[config.mk]
export PLATFORM = sky130hd
export DESIGN_NAME = mrav_bus_arbiter
export DESIGN_NICKNAME = d
export VERILOG_FILES = /design/src/rtl/mrav_bus_arbiter.sv
export SDC_FILE = /design/constraint.sdc
export NUM_CORES = 1
export LEC_CHECK = 0
export BUFFER_PORTS_ARGS = -buffer_cell sky130_fd_sc_hd__buf_4
export CORE_MARGIN = 2
export CORE_UTILIZATION = 46
export CTS_CLUSTER_DIAMETER = 200
export DETAILED_ROUTE_END_ITERATION = 16
export PLACE_DENSITY = 0.86
export SLEW_MARGIN = 20
export SYNTH_ARGS = -nofsm -noshare
export SYNTH_HDL_FRONTEND = slang
export SYNTH_SLANG_ARGS = --single-unit
[constraint.sdc]
create_clock -name clk -period 4.45 [get_ports clk]
set_clock_uncertainty 0.05 [all_clocks]
set_input_delay 0 -clock clk [delete_from_list [all_inputs] [get_ports clk]]
set_output_delay 0 -clock clk [all_outputs]
set_load 0.02 [all_outputs]
[src/rtl/mrav_bus_arbiter.sv]
// Round-robin multi-master / multi-slave bus arbiter for mrav_soc, one transaction in flight.
// Optional slave timeout enabled by defining MRAV_BUS_TIMEOUT_EN.
module mrav_bus_arbiter #(
    parameter int N_MASTERS      = 2,
    parameter int N_SLAVES       = 4,
    parameter int ADDR_WIDTH     = 16,
    parameter int DATA_WIDTH     = 8,
    parameter int REGION_SHIFT   = 12,
    parameter int TIMEOUT_CYCLES = 255
) (
    input  logic                             clk,
    input  logic                             rst,
    input  logic [N_MASTERS-1:0]             m_read,
    input  logic [N_MASTERS-1:0]             m_write,
    input  logic [N_MASTERS*ADDR_WIDTH-1:0]  m_addr,
    input  logic [N_MASTERS*DATA_WIDTH-1:0]  m_wdata,
    output logic [DATA_WIDTH-1:0]            m_rdata,
    output logic [N_MASTERS-1:0]             m_read_done,
    output logic [N_MASTERS-1:0]             m_write_done,
    output logic [N_MASTERS-1:0]             m_err,
    output logic [N_SLAVES-1:0]              s_read,
    output logic [N_SLAVES-1:0]              s_write,
    output logic [ADDR_WIDTH-1:0]            s_addr,
    output logic [DATA_WIDTH-1:0]            s_wdata,
    input  logic [N_SLAVES*DATA_WIDTH-1:0]   s_rdata,
    input  logic [N_SLAVES-1:0]              s_read_done,
    input  logic [N_SLAVES-1:0]              s_write_done,
    output logic                             busy
);

    localparam int MW = (N_MASTERS > 1) ? $clog2(N_MASTERS) : 1;
    localparam int SW = (N_SLAVES > 1) ? $clog2(N_SLAVES) : 1;

    if (N_MASTERS < 1 || N_MASTERS > 8 || N_SLAVES < 1 || N_SLAVES > 16 ||
        TIMEOUT_CYCLES < 1 || TIMEOUT_CYCLES > 65535) begin : g_bad_params
        $error("mrav_bus_arbiter: parameter out of range");
    end

    typedef enum logic [1:0] {
        S_IDLE   = 2'd0,
        S_ACCESS = 2'd1,
        S_RESP   = 2'd2
    } state_t;

    state_t                  state_q, state_d;
    logic [MW-1:0]           ptr_q, ptr_d;
    logic [MW-1:0]           gnt_q, gnt_d;
    logic                    wr_q, wr_d;
    logic                    err_q, err_d;
    logic [ADDR_WIDTH-1:0]   addr_q, addr_d;
    logic [DATA_WIDTH-1:0]   wdata_q, wdata_d;
    logic [DATA_WIDTH-1:0]   rdata_q, rdata_d;
    logic [SW-1:0]           sel_q, sel_d;
`ifdef MRAV_BUS_TIMEOUT_EN
    logic [15:0]             cnt_q, cnt_d;
`endif

    // Arbitration: first requester at or after ptr_q, wrapping modulo N_MASTERS.
    logic                    req_found;
    logic [MW-1:0]           req_idx;
    logic [MW-1:0]           ptr_nxt;
    logic                    req_wr;
    logic [ADDR_WIDTH-1:0]   req_addr;
    logic [DATA_WIDTH-1:0]   req_wdata;
    logic [ADDR_WIDTH-1:0]   req_region;
    logic                    req_mapped;

    always_comb begin
        req_found = 1'b0;
        req_idx   = '0;
        ptr_nxt   = ptr_q;
        for (int k = 0; k < N_MASTERS; k++) begin
            for (int i = 0; i < N_MASTERS; i++) begin
                if (!req_found && (m_read[i] || m_write[i]) &&
                    i == (int'(ptr_q) + k) % N_MASTERS) begin
                    req_found = 1'b1;
                    req_idx   = MW'(i);
                    ptr_nxt   = MW'((i + 1) % N_MASTERS);
                end
            end
        end
    end

    // Write wins when a master raises both m_read and m_write.
    always_comb begin
        req_wr    = 1'b0;
        req_addr  = '0;
        req_wdata = '0;
        for (int i = 0; i < N_MASTERS; i++) begin
            if (req_idx == MW'(i)) begin
                req_wr    = m_write[i];
                req_addr  = m_addr[i*ADDR_WIDTH +: ADDR_WIDTH];
                req_wdata = m_wdata[i*DATA_WIDTH +: DATA_WIDTH];
            end
        end
        req_region = req_addr >> REGION_SHIFT;
        req_mapped = (req_region < ADDR_WIDTH'(N_SLAVES));
    end

    // Only the selected slave's done of the matching type can end ACCESS.
    logic                    done_match;
    logic [DATA_WIDTH-1:0]   sel_rdata;

    always_comb begin
        done_match = 1'b0;
        sel_rdata  = '0;
        for (int s = 0; s < N_SLAVES; s++) begin
            if (sel_q == SW'(s)) begin
                done_match = wr_q ? s_write_done[s] : s_read_done[s];
                sel_rdata  = s_rdata[s*DATA_WIDTH +: DATA_WIDTH];
            end
        end
    end

    always_comb begin
        state_d = state_q;
        ptr_d   = ptr_q;
        gnt_d   = gnt_q;
        wr_d    = wr_q;
        err_d   = err_q;
        addr_d  = addr_q;
        wdata_d = wdata_q;
        rdata_d = rdata_q;
        sel_d   = sel_q;
`ifdef MRAV_BUS_TIMEOUT_EN
        cnt_d   = cnt_q;
`endif
        case (state_q)
            S_IDLE: begin
                if (req_found) begin
                    gnt_d   = req_idx;
                    ptr_d   = ptr_nxt;
                    wr_d    = req_wr;
                    addr_d  = req_addr;
                    wdata_d = req_wdata;
                    sel_d   = SW'(req_region);
                    rdata_d = '0;
                    err_d   = !req_mapped;
                    state_d = req_mapped ? S_ACCESS : S_RESP;
`ifdef MRAV_BUS_TIMEOUT_EN
                    cnt_d   = '0;
`endif
                end
            end
            S_ACCESS: begin
`ifdef MRAV_BUS_TIMEOUT_EN
                cnt_d = cnt_q + 16'd1;
`endif
                if (done_match) begin
                    rdata_d = wr_q ? '0 : sel_rdata;
                    err_d   = 1'b0;
                    state_d = S_RESP;
                end
`ifdef MRAV_BUS_TIMEOUT_EN
                else if (cnt_q == 16'(TIMEOUT_CYCLES - 1)) begin
                    rdata_d = '0;
                    err_d   = 1'b1;
                    state_d = S_RESP;
                end
`endif
            end
            S_RESP: begin
                state_d = S_IDLE;
            end
            default: begin
                state_d = S_IDLE;
            end
        endcase
    end

    always_ff @(posedge clk or posedge rst) begin
        if (rst) begin
            state_q <= S_IDLE;
            ptr_q   <= '0;
            gnt_q   <= '0;
            wr_q    <= 1'b0;
            err_q   <= 1'b0;
            addr_q  <= '0;
            wdata_q <= '0;
            rdata_q <= '0;
            sel_q   <= '0;
        end else begin
            state_q <= state_d;
            ptr_q   <= ptr_d;
            gnt_q   <= gnt_d;
            wr_q    <= wr_d;
            err_q   <= err_d;
            addr_q  <= addr_d;
            wdata_q <= wdata_d;
            rdata_q <= rdata_d;
            sel_q   <= sel_d;
        end
    end

`ifdef MRAV_BUS_TIMEOUT_EN
    always_ff @(posedge clk or posedge rst) begin
        if (rst) begin
            cnt_q <= '0;
        end else begin
            cnt_q <= cnt_d;
        end
    end
`endif

    // Handshake: masters hold m_read/m_write until their one-cycle done pulse; slave
    // strobes are levels decoded from state_q, so they drop as soon as reset asserts.
    always_comb begin
        s_read       = '0;
        s_write      = '0;
        m_read_done  = '0;
        m_write_done = '0;
        m_err        = '0;
        for (int s = 0; s < N_SLAVES; s++) begin
            if (state_q == S_ACCESS && sel_q == SW'(s)) begin
                s_read[s]  = !wr_q;
                s_write[s] = wr_q;
            end
        end
        for (int i = 0; i < N_MASTERS; i++) begin
            if (state_q == S_RESP && gnt_q == MW'(i)) begin
                m_read_done[i]  = !wr_q;
                m_write_done[i] = wr_q;
                m_err[i]        = err_q;
            end
        end
        m_rdata = (state_q == S_RESP) ? rdata_q : '0;
        s_addr  = addr_q;
        s_wdata = wdata_q;
        busy    = (state_q != S_IDLE);
    end

endmodule

==> summary.md, run 1 <==
| Metric | Value |
|---|---|
| Postcts setup bufs | `0` |
| P&R area growth vs syn | `75.3%` |
| Hold Vio Cnt, Final | `0` |
| Outcome | `completed` |
| FP Rows | `24` |
| Clock network fraction of total power | `11.2%` |
| Ys async rst share | `100%` |
| Crit path kind | `reg -> reg` |
| Syn_area_per_cell | `10.3 um^2` |
| CP endpoint kind | `flip-flop` |
| Vias | `2,347` |
| Max Root-Sink Buffers | `2` |
| Nets@finish | `486` |
| Final GP Congestion | `around 0.78` |
| Fin Setup TNS | `0 ns` |
| Core area | `4440 um^2` |
| PD cells | `approximately 560 nW/um^2` |
| Cell total after placement | `390` |
| Most common cell in the netlist | `dfrtp_1` |
| Sequential power share | `30.9%` |
| EDFF count, synth | `0` |
| Multi-input logic area | `1130 um^2` |
| First-pass GRT wire length | `11,300 um` |
| Number of global-route vias before repair | `about 2,400` |
| Post-synth cell types | `35` |
| Final WL | `about 7300 um` |
| Post-synthesis register bit count | `38` |
| Maxcap violations | `0` |
| Pint | `1.21 mW` |
| Antenna viol nets, final | `0` |
| Fin Hold WS | `between 0.015 and 0.02 ns` |
| Setup ws final | `2.02 ns` |
| Startpoint Class | `flip-flop` |
| Total congestion overflow | `0` |
| Worst hold path class | `in -> reg` |
| RSZ-0062 raised after global routing | `no` |
| Post-Syn Area | `2160 um^2` |
| Gr usage total | `about 28%` |
| Placement Setup Slack | `2.40 ns` |
| Fin cells | `445` |
| DRT iter0 DRCs | `87` |
| Clk root buf | `clkbuf_8` |
| Gate power share | `57.9%` |
| Die area | `5270 um^2` |
| Initial Util | `48.7%` |
| Post-synthesis sequential area ratio | `43.9%` |
| Critical path required time | `about 4.5 ns` |
| Leading area contributor after synthesis | `dfrtp_1` |
| Top post-synthesis cells by area | `dfrtp_1 44%, mux2i_1 14%, mux4_2 8.3%` |
| Port bufs | `between 100 and 150` |
| Skew-Pair Late Insertion Delay | `0.28 ns` |
| Via/cell ratio | `5.27` |
| Post-layout min period | `2.43 ns` |
| Largest net degree at the start of global routing | `50` |
| Share of layout cells above drive strength 1 | `~42%` |
| Relative max-transition margin | `26.2%` |
| Clock transition at path regs | `0.07 ns` |
| N_diodes | `0` |
| Leakage | `between 1.5 and 2 nW` |
| Worst EP arrival | `between 2 and 3 ns` |
| Syn nets | `304` |
| Sink Count | `38` |
| Final count of pins violating max slew | `0` |
| Share of the synthesized area in the top cell type | `43.9%` |
| First-pass detailed-route iteration total | `4` |
| Reg area | `951 um^2` |
| Die Y | `72.6 um` |
| DRC viols | `0` |
| Synth cell count leaders | `38 x dfrtp_1, 31 x mux2i_1, 29 x nand2_1, 24 x o21ai_0, 17 x nor2_1` |
| Switching power | `0.923 mW` |
| Routed length per instance | `about 16 um` |
| Chip width | `72.6 um` |
| Top-Level Pins | `141` |
| Antenna violations before repair | `0` |
| Clock buffer count from CTS | `5` |
| FILL cells | `251` |
| Worst-Margin Slew | `about 1.1 ns` |
| Largest fanout on the critical path | `26` |
| Fmax | `just over 400 MHz` |
| Post-synthesis cell count | `210` |
| Post-DP Area | `between 3000 and 4000 um^2` |
| Design Area, Final | `3790 um^2` |
| Detailed Place HPWL | `4720 um` |
| Final Setup Violations | `0` |
| H-tree depth | `2` |
| Post_cts resized | `0` |
| Period utilization | `54.6%` |
| Main synth FF type | `dfrtp_1` |
| CTS tree | `yes` |
| VDD IR max | `336 uV` |
| Yosys warns | `0` |
| Sw Ratio | `a little over two fifths` |
## cells by family after synthesis
kind of cell / count (synthesis) / share of synthesized area (%)
mux: 40 / 23.2
compound gates: 41 / 12.4
buf+inv: 20 / 4.62
flops: 38 / 43.9
simple gates: 71 / 15.9
## per-layer routing
metal,part of all wire [%],GRT usage [%]
met5,0,0
met2,56,53.2
met4,3.4,12.3
met1,34,29.5
met3,6.6,6.49
## power by group through the flow
stage	Sequential (mW)	Combinational, mW	Clock (mW)
after detailed placement	0.658	1.14	0
after floorplan	0.724	0.671	0
after CTS	0.653	1.22	0.244
after global routing	0.689	1.33	0.257
after global placement	0.650	1.11	0
final	0.660	1.24	0.238
## per-stage QoR
stage / util, % / power, mW
floorplan: - / 1.40
CTS: 85.4 / 2.12
detailed placement: 72.7 / 1.80
finish: 85.4 / 2.14
global placement: 72.7 / 1.76
global route: 85.4 / 2.28
## cell usage in the layout, fill, tap and decap left out, types with 3 or more instances in the layout
master,count
inv_1,6
mux2i_1,31
nand2_1,29
dlygate4sd3_1,47
dfrtp_1,38
mux4_2,8
clkbuf_8,6
a32o_1,5
buf_4,142
and2_1,8
o21ai_0,24
nor2_1,17
a21oi_1,3
## worst max-delay path, cell delays in order, from the launching register on
cell and delay [ns]:
dfrtp_1 0.43, o22ai_4 0.81, mux2i_1 0.33, dlygate4sd3_1 0.57
o21ai_0 0.07
## worst paths after layout
check                           slack (ns)        from  cells past startpoint          to
worst min-delay path                  0.02  m_wdata[5]                      3  s_wdata[5]
worst min register to register        0.44  s_wdata[7]                      2  s_wdata[7]
worst max-delay path                  2.02       ptr_q                      4  s_wdata[1]
max in group asynchronous             3.67         rst                      4  s_wdata[6]
worst max register to register        2.02       ptr_q                      4  s_wdata[1]
min in group asynchronous             0.35         rst                      4  s_wdata[0]
## registers in the layout, summed over array words and instances, names as in the netlist
| signal | cells |
|---|---|
| gnt_q | 1 |
| s_wdata | 8 |
| rdata_q | 8 |
| s_addr | 15 |
| sel_q | 1 |
| ptr_q | 1 |
| wr_q | 1 |
| err_q | 1 |
| state_q | 2 |
## area by class of cell
class	count	area share [%]
timing repair buffer	189	40.5
multi-input combinational	152	29.7
sequential	38	25.1
clock buffer	7	2.28
tap	52	1.72
inverter	6	0.594
clock inverter	1	0.132
## repair_timing
item | in CTS | in global routing
setup endpoints to repair | 0 | 0
hold endpoints to repair | 61 | 0
hold buffers | 47 | 0
No activity file was read; power rests on OpenSTA's default activity.
==> inputs of run 2 (changes only) <==
Settings changed: ABC_AREA from default to 1, CORE_UTILIZATION 46 to 43, PLACE_DENSITY 0.86 to 0.8.
Clock period 4.45 ns to 2.4 ns, I/O delays scaled along.
==> run 2 against run 1 <==
Net effect:
- non-clock buffer count grew 2
- synthesized cell count grew 63%
- critical path depth grew 3
- sequential power grew 79%
- design area grew 5.2%
- hold slack lost 0.010 ns
- final cell count grew 35%
- highest routed layer unchanged
==> summary.md, run 2 <==
| Metric | Value |
|---|---|
| Worst Setup SP | `state_q[0]` |
| Die Y | `~77 um` |
| Clk root buf | `clkbuf_8` |
| Leading area contributor after synthesis | `dfrtp_1` |
| Syn nets | `approximately 440` |
| Worst reg-to-reg setup slack | `0.18 ns` |
| Nets@finish | `approximately 630` |
| Initial Util | `44.6%` |
| RR Startpoint | `state_q[0]` |
| Multi-input logic area | `1120 um^2` |
| FF-to-FF End | `s_wdata[2]` |
| Worst-Margin Slew | `0.571 ns` |
| Yosys warns | `0` |
| DRC viols | `0` |
| Fin Hold WS | `0.00538 ns` |
| First-pass GRT wire length | `13,200 um` |
| Worst EP arrival | `2.38 ns` |
| Final Setup Violations | `0` |
| Largest net degree at the start of global routing | `39` |
| Post-DP Area | `3390 um^2` |
| FILL cells | `327` |
| Hold Vio Cnt, Final | `0` |
| Final count of pins violating max slew | `0` |
| Detailed Place HPWL | `5310 um` |
| EDFF count, synth | `0` |
| RSZ-0062 raised after global routing | `no` |
| Clock buffer count from CTS | `5` |
| VDD IR max | `790 uV` |
| Post-synthesis cell count | `343` |
| Crit path kind | `reg -> reg` |
| Sink Count | `38` |
| Postcts setup bufs | `0` |
| CTS tree | `yes` |
| Antenna violations before repair | `0` |
| Fmax | `451 MHz` |
| DRT iter0 DRCs | `139` |
| Startpoint Class | `flip-flop` |
| Commonest cells after routing, fill and taps aside | `143 x buf_4, 141 x nand2_1, 47 x dlygate4sd3_1` |
| Vias | `2,881` |
| Gr usage total | `27.9%` |
| Total congestion overflow | `0` |
| Worst hold path class | `in -> reg` |
| Commonest non-fill, non-tap cell in the layout | `buf_4` |
| Main synth FF type | `dfrtp_1` |
| Outcome | `completed` |
| Design Power | `4.60 mW` |
| Max Root-Sink Buffers | `2` |
| Largest fanout on the critical path | `20` |
| Skew-Pair Late Insertion Delay | `0.28 ns` |
| Relative max-transition margin | `61.8%` |
| Most common cell in the netlist | `nand2_1` |
| Die area | `5890 um^2` |
| Top post-synthesis cells by area | `dfrtp_1 42%, nand2_1 23%, nand3_1 8.1%` |
| Critical path required time | `2.57 ns` |
| Routed length per instance | `13.9 um` |
| PD cells | `1150 nW/um^2` |
| CP endpoint | `s_wdata[2]` |
| Chip width | `76.8 um` |
| Post-layout min period | `2.22 ns` |
| Leakage | `2.20 nW` |
| Post-synthesis register bit count | `38` |
| Via/cell ratio | `4.79` |
| Post-synth cell types | `23` |
| Fin cells | `602` |
| Share of layout cells above drive strength 1 | `a little over 30%` |
| Port bufs | `between 100 and 150` |
| Synth cell count leaders | `142 x nand2_1, 41 x inv_1, 41 x nor2_1, 38 x dfrtp_1, 37 x nand3_1` |
| Post-Syn Area | `2280 um^2` |
| Antenna viol nets, final | `0` |
| Final GP Congestion | `0.810` |
| Final WL | `8340 um` |
| Fin Setup TNS | `0 ns` |
| Syn_area_per_cell | `between 6 and 7 um^2` |
| Period utilization | `92.4%` |
| FP Rows | `26` |
| Core area | `~5100 um^2` |
| CP endpoint kind | `flip-flop` |
| Ys async rst share | `100%` |
| Maxcap violations | `0` |
| Share of the synthesized area in the top cell type | `41.8%` |
| Post-synthesis sequential area ratio | `41.8%` |
| N_diodes | `0` |
| Max reg flops | `15` |
| Clock transition at path regs | `0.07 ns` |
| P&R area growth vs syn | `75.4%` |
| Top-Level Pins | `141` |
| Design Area, Final | `3990 um^2` |
| H-tree depth | `2` |
| Reg area | `951 um^2` |
| First-pass detailed-route iteration total | `4` |
| Reg2reg path depth | `7` |
| Cell total after placement | `548` |
| Number of global-route vias before repair | `2,861` |
==> run 2: per-layer routing <==
layer,global-route usage [%],vias to the layer above,wire length [um]
li1,-,1429,-
met1,32.7,1274,3350
met2,47.3,158,3950
met3,9.06,20,864
met4,10.5,0,175
met5,0,-,0
==> run 2: worst max-delay path, cell delays in order, from the launching register on <==
cell           delay, ns
dfrtp_1             0.44
nor2_1              0.18
nand2_2             0.19
nor2_2              0.22
buf_4               0.28
nand2_1             0.11
nand3_1             0.11
dlygate4sd3_1       0.57
==> run 2: timing repair <==
| item | CTS | global route |
|---|---|---|
| endpoints found under the hold margin | 61 | 0 |
| resized for setup | 0 | 3 |
| endpoints found under the setup margin | 0 | 20 |
| hold buffers | 47 | 0 |
==> run 2: cell type report <==
class                           count  share of cell area [%]
Timing Repair Buffer              191                    39.0
Multi-Input combinational cell    253                    28.2
Sequential cell                    38                    23.8
Inverter                           43                    4.04
Tap cell                           70                    2.19
Clock buffer                        6                    2.07
Clock inverter                      1                   0.752
==> run 2: worst min path at each step <==
| stage | startpoint | to | cells after the start |
|---|---|---|---|
| 3_5_place_dp | rst | s_wdata[5] | 3 |
| 3_3_place_gp | rst | s_addr[0] | 3 |
| 2_1_floorplan | m_addr[0] | s_addr[0] | 2 |
| 5_1_grt | s_rdata[30] | rdata_q[6] | 5 |
| 4_1_cts | s_rdata[31] | rdata_q[7] | 5 |
| 6_report | s_rdata[31] | rdata_q[7] | 5 |
==> run 2: power breakdown <==
| group | switching, mW | leakage (nW) | total (mW) | internal, mW |
|---|---|---|---|---|
| combinational | 1.59 | 1.67 | 2.86 | 1.27 |
| sequential | 0.257 | 0.477 | 1.18 | 0.925 |
| clock | 0.229 | 0.0573 | 0.562 | 0.333 |
| total | 2.08 | 2.20 | 4.60 | 2.52 |
==> run 2: through the flow <==
step	worst slack, ns	utilization [%]
detailed placement	0.543	66.5
global route	0.0559	78.1
global placement	0.553	66.5
finish	0.184	78.1
CTS	0.112	77.9
floorplan	0.897	-
==> run 2: cell families after synthesis <==
family / Yosys count / synth area share [%]
AO/OA/AOI/OAI: 21 / 5.88
flip-flops: 38 / 41.8
AND/OR/NAND/NOR: 232 / 43.0
buffers and inverters: 52 / 9.29
